File: src/rtl/fetch_pkg.sv
// ---------------------------------------------------------------------------
// fetch_pkg
//   Shared definitions for the fetch sequencer, the instruction memory and
//   the decoder: instruction word layout, the halt encoding and the
//   sequencer state type.
//
//   Instruction word (9 bits):
//     [8:6] opcode   [5:3] reg1   [2:0] reg2
// ---------------------------------------------------------------------------
package fetch_pkg;

  localparam int INSTR_BITS = 9;
  localparam int OPCODE_MSB = 8;
  localparam int OPCODE_LSB = 6;
  localparam int REG1_MSB   = 5;
  localparam int REG1_LSB   = 3;
  localparam int REG2_MSB   = 2;
  localparam int REG2_LSB   = 0;

  localparam int OPCODE_BITS = OPCODE_MSB - OPCODE_LSB + 1;
  localparam int REG_BITS    = REG1_MSB - REG1_LSB + 1;

  typedef logic [INSTR_BITS-1:0]  instr_t;
  typedef logic [OPCODE_BITS-1:0] opcode_t;
  typedef logic [REG_BITS-1:0]    reg_idx_t;

  // All-ones word terminates the program.
  localparam instr_t HALT_WORD = 9'b111_111_111;

  typedef enum logic [1:0] {
    IDLE = 2'd0,
    RUN  = 2'd1,
    DONE = 2'd2
  } fetch_state_t;

  // Field extraction helpers shared with the decoder.
  function automatic opcode_t get_opcode(input instr_t instr);
    return instr[OPCODE_MSB:OPCODE_LSB];
  endfunction

  function automatic reg_idx_t get_reg1(input instr_t instr);
    return instr[REG1_MSB:REG1_LSB];
  endfunction

  function automatic reg_idx_t get_reg2(input instr_t instr);
    return instr[REG2_MSB:REG2_LSB];
  endfunction

endpackage

File: src/rtl/fetch_sequencer_if.sv
// ---------------------------------------------------------------------------
// fetch_sequencer_if
//   Bundles the sequencer's control, branch and instruction-memory signals.
//
//   master : top-level control + decode/branch logic + instruction memory
//            (drives start/start_addr/stall/branch_*/instr)
//   slave  : fetch_sequencer (drives pc and the status outputs)
//
//   Signals:
//     start, start_addr        program launch request and entry address
//     stall                    freeze the sequencer this cycle
//     branch_taken/_target     redirect for the current instruction
//     instr                    word read from instruction memory at pc
//     pc                       address presented to instruction memory
//     instr_valid, running     execution status
//     done, wrapped            sticky program status
//     retired_count            saturating retired-instruction count
// ---------------------------------------------------------------------------
interface fetch_sequencer_if #(
  parameter int PC_BITS  = 12,
  parameter int CNT_BITS = 16
);
  import fetch_pkg::*;

  logic                start;
  logic [PC_BITS-1:0]  start_addr;
  logic                stall;
  logic                branch_taken;
  logic [PC_BITS-1:0]  branch_target;
  instr_t              instr;

  logic [PC_BITS-1:0]  pc;
  logic                instr_valid;
  logic                running;
  logic                done;
  logic [CNT_BITS-1:0] retired_count;
  logic                wrapped;

  modport master (
    output start, start_addr, stall, branch_taken, branch_target, instr,
    input  pc, instr_valid, running, done, retired_count, wrapped
  );

  modport slave (
    input  start, start_addr, stall, branch_taken, branch_target, instr,
    output pc, instr_valid, running, done, retired_count, wrapped
  );

endinterface

File: src/rtl/fetch_sequencer_sat_counter.sv
// ---------------------------------------------------------------------------
// sat_counter
//   Up-counter that sticks at all-ones instead of wrapping.
//
//   Ports:
//     clk      system clock
//     reset    asynchronous active-high reset (count -> 0)
//     i_clr    synchronous clear, wins over i_en
//     i_en     count one event this cycle
//     o_count  current count
// ---------------------------------------------------------------------------
module sat_counter #(
  parameter int WIDTH = 16
) (
  input  logic             clk,
  input  logic             reset,
  input  logic             i_clr,
  input  logic             i_en,
  output logic [WIDTH-1:0] o_count
);

  localparam logic [WIDTH-1:0] ONE = WIDTH'(1);

  logic [WIDTH-1:0] r_count;
  logic             w_at_max;

  assign w_at_max = (r_count == '1);

  // NOTE: state in clocked processes is always assigned with <= so every
  // register samples the pre-edge values of its inputs.
  always_ff @(posedge clk or posedge reset) begin
    if (reset) begin
      r_count <= '0;
    end else if (i_clr) begin
      r_count <= '0;
    end else if (i_en && !w_at_max) begin
      r_count <= r_count + ONE;
    end
  end

  assign o_count = r_count;

endmodule

File: src/rtl/fetch_sequencer.sv
// ---------------------------------------------------------------------------
// fetch_sequencer
//   Owns the program counter. Presents pc to an async-read instruction
//   memory, inspects the returned word in the same cycle and decides the
//   next pc: stall (hold) > halt (stop, hold pc) > branch > pc+1.
//
//   Ports:
//     clk     system clock, all state on rising edge
//     reset   asynchronous active-high reset
//     bus     fetch_sequencer_if.slave (control, branch, memory, status)
//
//   Status:
//     running       state is RUN
//     instr_valid   RUN and not stalled (the word at pc retires this cycle)
//     done          halted, held until the next start
//     retired_count instructions retired since last start, saturating
//     wrapped       sticky: sequential increment went past all-ones
// ---------------------------------------------------------------------------
module fetch_sequencer #(
  parameter int                             PC_BITS   = 12,
  parameter int                             CNT_BITS  = 16,
  parameter logic [fetch_pkg::INSTR_BITS-1:0] HALT_WORD = fetch_pkg::HALT_WORD
) (
  input  logic                clk,
  input  logic                reset,
  fetch_sequencer_if.slave    bus
);

  import fetch_pkg::fetch_state_t, fetch_pkg::IDLE, fetch_pkg::RUN,
         fetch_pkg::DONE;

  localparam logic [PC_BITS-1:0] PC_ONE = PC_BITS'(1);

  fetch_state_t       r_state;
  fetch_state_t       w_next_state;
  logic [PC_BITS-1:0] r_pc;
  logic [PC_BITS-1:0] w_next_pc;
  logic               r_wrapped;
  logic               w_next_wrapped;
  logic               w_cnt_clr;
  logic               w_cnt_en;
  logic               w_is_halt;
  logic [PC_BITS-1:0] w_pc_inc;
  logic               w_pc_at_max;

  assign w_is_halt   = (bus.instr == HALT_WORD);
  assign w_pc_inc    = r_pc + PC_ONE;
  assign w_pc_at_max = (r_pc == '1);

  // -------------------------------------------------------------------------
  // State / PC registers
  // -------------------------------------------------------------------------
  always_ff @(posedge clk or posedge reset) begin
    if (reset) begin
      r_state   <= IDLE;
      r_pc      <= '0;
      r_wrapped <= 1'b0;
    end else begin
      r_state   <= w_next_state;
      r_pc      <= w_next_pc;
      r_wrapped <= w_next_wrapped;
    end
  end

  // -------------------------------------------------------------------------
  // Next-state / next-pc logic
  // -------------------------------------------------------------------------
  always_comb begin
    // NOTE: every output of this block gets a hold/idle default first so no
    // path leaves a signal unassigned and no latch is inferred.
    w_next_state   = r_state;
    w_next_pc      = r_pc;
    w_next_wrapped = r_wrapped;
    w_cnt_clr      = 1'b0;
    w_cnt_en       = 1'b0;

    unique case (r_state)
      IDLE, DONE: begin
        // Stall and branch are meaningless outside RUN; only start matters.
        if (bus.start) begin
          w_next_state   = RUN;
          w_next_pc      = bus.start_addr;
          w_next_wrapped = 1'b0;
          w_cnt_clr      = 1'b1;
        end
      end

      RUN: begin
        // start is deliberately ignored here: no mid-program restart.
        if (bus.stall) begin
          // hold everything
        end else if (w_is_halt) begin
          // Halt beats a simultaneous branch; pc stays on the halt word.
          w_next_state = DONE;
          w_cnt_en     = 1'b1;
        end else if (bus.branch_taken) begin
          w_next_pc = bus.branch_target;
          w_cnt_en  = 1'b1;
        end else begin
          w_next_pc = w_pc_inc;
          w_cnt_en  = 1'b1;
          // Only a sequential step over the top counts as a wrap; a branch
          // to address 0 does not.
          if (w_pc_at_max) begin
            w_next_wrapped = 1'b1;
          end
        end
      end

      default: begin
        w_next_state = IDLE;
      end
    endcase
  end

  // -------------------------------------------------------------------------
  // Retired-instruction counter
  // -------------------------------------------------------------------------
  sat_counter #(
    .WIDTH (CNT_BITS)
  ) u_retired_cnt (
    .clk     (clk),
    .reset   (reset),
    .i_clr   (w_cnt_clr),
    .i_en    (w_cnt_en),
    .o_count (bus.retired_count)
  );

  // -------------------------------------------------------------------------
  // Outputs
  // -------------------------------------------------------------------------
  assign bus.pc          = r_pc;
  assign bus.running     = (r_state == RUN);
  assign bus.done        = (r_state == DONE);
  assign bus.instr_valid = (r_state == RUN) && !bus.stall;
  assign bus.wrapped     = r_wrapped;

endmodule
File: src/flat_wrapper.sv
// flat-port wrapper written by rule: the top's interface ports become plain ports
module fetch_sequencer_flat import fetch_pkg::fetch_state_t, fetch_pkg::IDLE, fetch_pkg::RUN,
         fetch_pkg::DONE;
#(
  parameter int                             PC_BITS   = 12,
  parameter int                             CNT_BITS  = 16,
  parameter logic [fetch_pkg::INSTR_BITS-1:0] HALT_WORD = fetch_pkg::HALT_WORD
)
  (clk, reset, bus_start, bus_start_addr, bus_stall, bus_branch_taken, bus_branch_target, bus_instr, bus_pc, bus_instr_valid, bus_running, bus_done, bus_retired_count, bus_wrapped);
  fetch_sequencer_if #(.PC_BITS(PC_BITS), .CNT_BITS(CNT_BITS)) bus_i ();
  input  logic clk;
  input  logic reset;
  input wire logic [$bits(bus_i.start)-1:0] bus_start;
  input wire logic [$bits(bus_i.start_addr)-1:0] bus_start_addr;
  input wire logic [$bits(bus_i.stall)-1:0] bus_stall;
  input wire logic [$bits(bus_i.branch_taken)-1:0] bus_branch_taken;
  input wire logic [$bits(bus_i.branch_target)-1:0] bus_branch_target;
  input wire logic [$bits(bus_i.instr)-1:0] bus_instr;
  output wire logic [$bits(bus_i.pc)-1:0] bus_pc;
  output wire logic [$bits(bus_i.instr_valid)-1:0] bus_instr_valid;
  output wire logic [$bits(bus_i.running)-1:0] bus_running;
  output wire logic [$bits(bus_i.done)-1:0] bus_done;
  output wire logic [$bits(bus_i.retired_count)-1:0] bus_retired_count;
  output wire logic [$bits(bus_i.wrapped)-1:0] bus_wrapped;
  assign bus_i.start = bus_start;
  assign bus_i.start_addr = bus_start_addr;
  assign bus_i.stall = bus_stall;
  assign bus_i.branch_taken = bus_branch_taken;
  assign bus_i.branch_target = bus_branch_target;
  assign bus_i.instr = bus_instr;
  assign bus_pc = bus_i.pc;
  assign bus_instr_valid = bus_i.instr_valid;
  assign bus_running = bus_i.running;
  assign bus_done = bus_i.done;
  assign bus_retired_count = bus_i.retired_count;
  assign bus_wrapped = bus_i.wrapped;
  fetch_sequencer #(.PC_BITS(PC_BITS), .CNT_BITS(CNT_BITS), .HALT_WORD(HALT_WORD)) u_core (.clk(clk), .reset(reset), .bus(bus_i));
endmodule
File: config.mk
export PLATFORM = sky130hd
export DESIGN_NAME = fetch_sequencer_flat
export DESIGN_NICKNAME = d
export VERILOG_FILES = /design/src/rtl/fetch_pkg.sv /design/src/rtl/fetch_sequencer_if.sv /design/src/rtl/fetch_sequencer_sat_counter.sv /design/src/rtl/fetch_sequencer.sv /design/src/flat_wrapper.sv
export SDC_FILE = /design/constraint.sdc
export NUM_CORES = 1
export LEC_CHECK = 0
export ABC_AREA = 0
export CAP_MARGIN = 20
export CORE_ASPECT_RATIO = 1.25
export CORE_MARGIN = 1.5
export CORE_UTILIZATION = 41
export CTS_CLUSTER_SIZE = 14
export DETAILED_ROUTE_END_ITERATION = 8
export HOLD_SLACK_MARGIN = 0.1
export PLACE_DENSITY_LB_ADDON = 0.3
export SLEW_MARGIN = 20
export SYNTH_ARGS = -nofsm -noshare
export SYNTH_HDL_FRONTEND = slang
export SYNTH_HIERARCHICAL = 1
export SYNTH_SLANG_ARGS = --single-unit
File: constraint.sdc
create_clock -name clk -period 2 [get_ports clk]
set_input_delay 0.4 -clock clk [delete_from_list [all_inputs] [get_ports clk]]
set_output_delay 0.4 -clock clk [all_outputs]
set_load 0.005 [all_outputs]
==> results.py <==
metrics = {
    "job": {
        "cap_violations": 0,
    },
    "finish": {
        "multi_input_area_sq_mm": 0.00121,
        "final_nets": 371,
        "syn_to_final_growth_pct": 49.2,
        "area.sequential_sq_um": 778,
        "postLayoutCellArea_sq_mm": 0.00311,
        "fillCellCount": 438,
        "layout-drive-gt1-share": 0.154,
        "final_cells": 392,
        "diodes": 0,
    },
    "status": {
        "status": "finished clean",
    },
    "route": {
        "wl_per_cell_um": 16.2,
        "first_iter_violations": 199,
        "routed_wl_um": 6350,
        "vias": 2262,
        "drtAntennaViolNets": 0,
        "drt-pass1-iter-count": 5,
        "drc": 0,
        "vias_per_cell": 5.77,
    },
    "sta": {
        "slew_headroom": 0.542,
        "hold_viol": 0,
        "fin_skew_ns": 0.00520,
        "setup_viol": 0,
        "finalSetupTns_ns": 0,
        "period_share": 0.962,
        "setup_slack_ns": 0.0768,
        "period_minus_slack_ns": 1.92,
        "fmax_mhz": 520,
        "worstMarginPinSlew_ns": 0.681,
        "maxSlewViolCount": 0,
    },
    "power": {
        "clkPwrFrac": 0.204,
        "leakage_nw": 1.23,
        "p_sw_frac": 0.355,
        "internal_power_mw": 1.76,
        "combPwrFrac": 0.431,
        "p_per_area_mw_per_mm2": 876,
        "finalPower_mw": 2.72,
        "p_sw_uw": 965,
        "ir_drop_uv": 603,
        "p_seq_frac": 0.365,
    },
    "cts": {
        "numCtsBuffers": 5,
        "cts_sinks": 31,
        "h-tree-depth": 2,
        "clockBufferDepth": 2,
        "cts.reportedPaths.clkPinSlew_ns": 0.07,
        "clk-insertion-delay-late_ns": 0.29,
        "cts_hold_buf": 0,
        "cts_root_buf": "clkbuf_8",
        "cts_tree": "yes",
    },
    "placed_design": {
        "place_ws_ns": -0.423,
        "gp_congestion": 0.876,
        "placedCellCount": 382,
        "place_area_sq_mm": 0.00297,
        "io_buffers": 69,
        "place_hpwl_um": 4670,
    },
    "global_routing": {
        "grt_usage": 0.251,
        "antenna_found_initial": 0,
        "grt_remaining_overflow": 0,
        "grt_pass1_vias": 2181,
        "grt_first_pass_wirelength_um": 10400,
        "grt_max_degree": 20,
    },
    "setup_path": {
        "required_ns": 2.21,
        "cp_num_buf_inv": 2,
        "cp-end-kind": "flip-flop",
        "crit_type": "flip-flop to flip-flop",
        "arrival_ns": 2.13,
        "critical-path-max-stage-delay_ns": 0.43,
        "critPathTopFamily": "simple AND/OR/NAND/NOR gates",
        "path_cells": "nor3b_4 -> buf_4 -> nand2_1 -> or3_4 -> buf_4 -> or3_1 -> a21oi_1",
        "crit_path_start_kind": "flip-flop",
        "worst-path-max-fanout": 7,
        "crit_top_cell": "buf_4",
        "crit_slowest_cell": "dfrtp_2",
    },
    "synth": {
        "ys_warn_count": 6,
        "ys_async_sr_fraction": 1.00,
        "synth_cell_types": 60,
        "avgSynthCellArea_sq_um": 8.61,
        "syn_area_sq_mm": 0.00208,
        "synth_edf_count": 0,
        "syn_inst": 242,
        "syn_nets": 282,
        "yosysSeqAreaShare": 0.372,
        "yosys_most_used_dff": "dfrtp_1",
        "ys_ff_latch": 31,
    },
    "floorplanning": {
        "coreArea_sq_mm": 0.00480,
        "io_pins": 70,
        "row_count": 28,
        "die-area_sq_mm": 0.00552,
        "start_util": 0.434,
        "die_width_um": 66.8,
        "die_h_um": 82.7,
    },
    "min_path": {
        "worst_hold_path_type": "input port to asynchronous set/reset pin",
    },
}
==> synthesized netlist by cell type, types with 2 or more instances <==
cell type,n,share of area
dfrtp_1,31,0.37
mux2_2,3,0.016
a211oi_1,2,0.0072
nand2b_1,6,0.018
mux2i_1,5,0.024
nand2_1,16,0.029
o22a_1,3,0.013
o21ai_0,10,0.024
a31oi_1,5,0.015
clkbuf_1,3,0.0054
buf_2,6,0.014
and4_1,2,0.0084
a21oi_1,20,0.048
nor3_1,8,0.019
nand3_1,11,0.026
o21ai_1,2,0.0048
ha_1,2,0.012
a22o_1,2,0.0084
nor2_1,17,0.031
o31ai_1,5,0.018
nand4_1,6,0.018
nor2b_1,3,0.0090
and2_1,3,0.0090
or4_1,3,0.011
o32a_1,3,0.014
nor4_1,2,0.0060
a22oi_1,2,0.0072
or3_1,9,0.027
o211ai_1,3,0.011
a21boi_0,2,0.0072
a311oi_1,2,0.0084
inv_1,12,0.022
and3_1,6,0.018
==> worst paths after layout <==
kind,slack [ns],to,from,cells past startpoint
worst max-delay path,0.08,u_core/u_retired_cnt/o_count[14],u_core/r_state[1],7
worst min-delay path,0.51,u_core/bus.pc[5],reset,2
worst max register to register,0.08,u_core/u_retired_cnt/o_count[14],u_core/r_state[1],7
worst min register to register,0.53,u_core/bus.pc[11],u_core/bus.pc[11],1
max in group asynchronous,1.02,u_core/u_retired_cnt/o_count[0],reset,2
min in group clk,0.53,u_core/bus.pc[11],u_core/bus.pc[11],1
==> cell type report <==
| class | instances | area share |
|---|---|---|
| well taps | 60 | 0.0242 |
| clock buffers | 8 | 0.0322 |
| inverters | 13 | 0.0157 |
| multi-input cells | 186 | 0.391 |
| flip-flops and latches | 31 | 0.250 |
| repair buffers | 94 | 0.287 |
==> timing repair <==
item                                    in CTS  in global routing
endpoints found under the hold margin        0                  0
setup buffers                                1                  1
endpoints found under the setup margin       8                  7
gates resized for setup                      5                  5
pin swaps                                    1                  3
==> cells in the final DEF, fill, tap and decap left out, drive strengths merged, types with 5 or more instances in the layout <==
cell           synthesis  routed
a21oi                 20      20
a31oi                  5       5
and3                   6       6
buf                    8      25
clkbuf                 4       8
clkdlybuf4s50          0      66
dfrtp                 31      31
inv                   13      13
mux2i                  5       5
nand2                 16      16
nand2b                 6       6
nand3                 12      12
nand4                  6       6
nor2                  18      18
nor3                   9       9
o21ai                 12      12
o31ai                  6       6
or3                    9       9
==> power by group through the flow <==
stage	logic, mW	registers (mW)	clock network (mW)
2_1_floorplan	0.576	0.947	0
3_3_place_gp	1.13	0.996	0
3_5_place_dp	1.15	0.992	0
4_1_cts	1.16	0.986	0.562
5_1_grt	1.27	1.02	0.597
6_report	1.17	0.992	0.555
==> cell families (layout without fill, tap and decap cells) <==
kind of cell	count (synthesis)	count (layout)	share of synthesized area
DFF	31	31	0.372
and+or+nand+nor	101	101	0.272
muxes	8	8	0.0402
adders and majority gates	2	2	0.0120
buffers and inverters	25	115	0.0547
xor gates and xnor gates	1	1	0.00420
AOI/OAI and AO/OA	74	74	0.244
==> per-stage QoR <==
step,utilization,hold slack (ns)
after floorplan,-,0.301
after global placement,0.620,0.505
after detailed placement,0.620,0.524
after CTS,0.643,0.527
after global routing,0.648,0.547
final,0.648,0.507
==> registers in the layout, summed over array words and instances (netlist names) <==
register and count:
u_core/r_state 2, u_core/bus.wrapped 1, u_core/u_retired_cnt/o_count 16, u_core/bus.pc 12
==> routing by layer <==
layer  routed length (um)  vias up  global-route usage
met5                    0        -                   0
met4                  152        0               0.104
met3                  358       15              0.0461
met2                 3290      100               0.452
met1                 2550     1060               0.289
li1                     -     1087                   -
No activity file was read; power rests on OpenSTA's default activity.
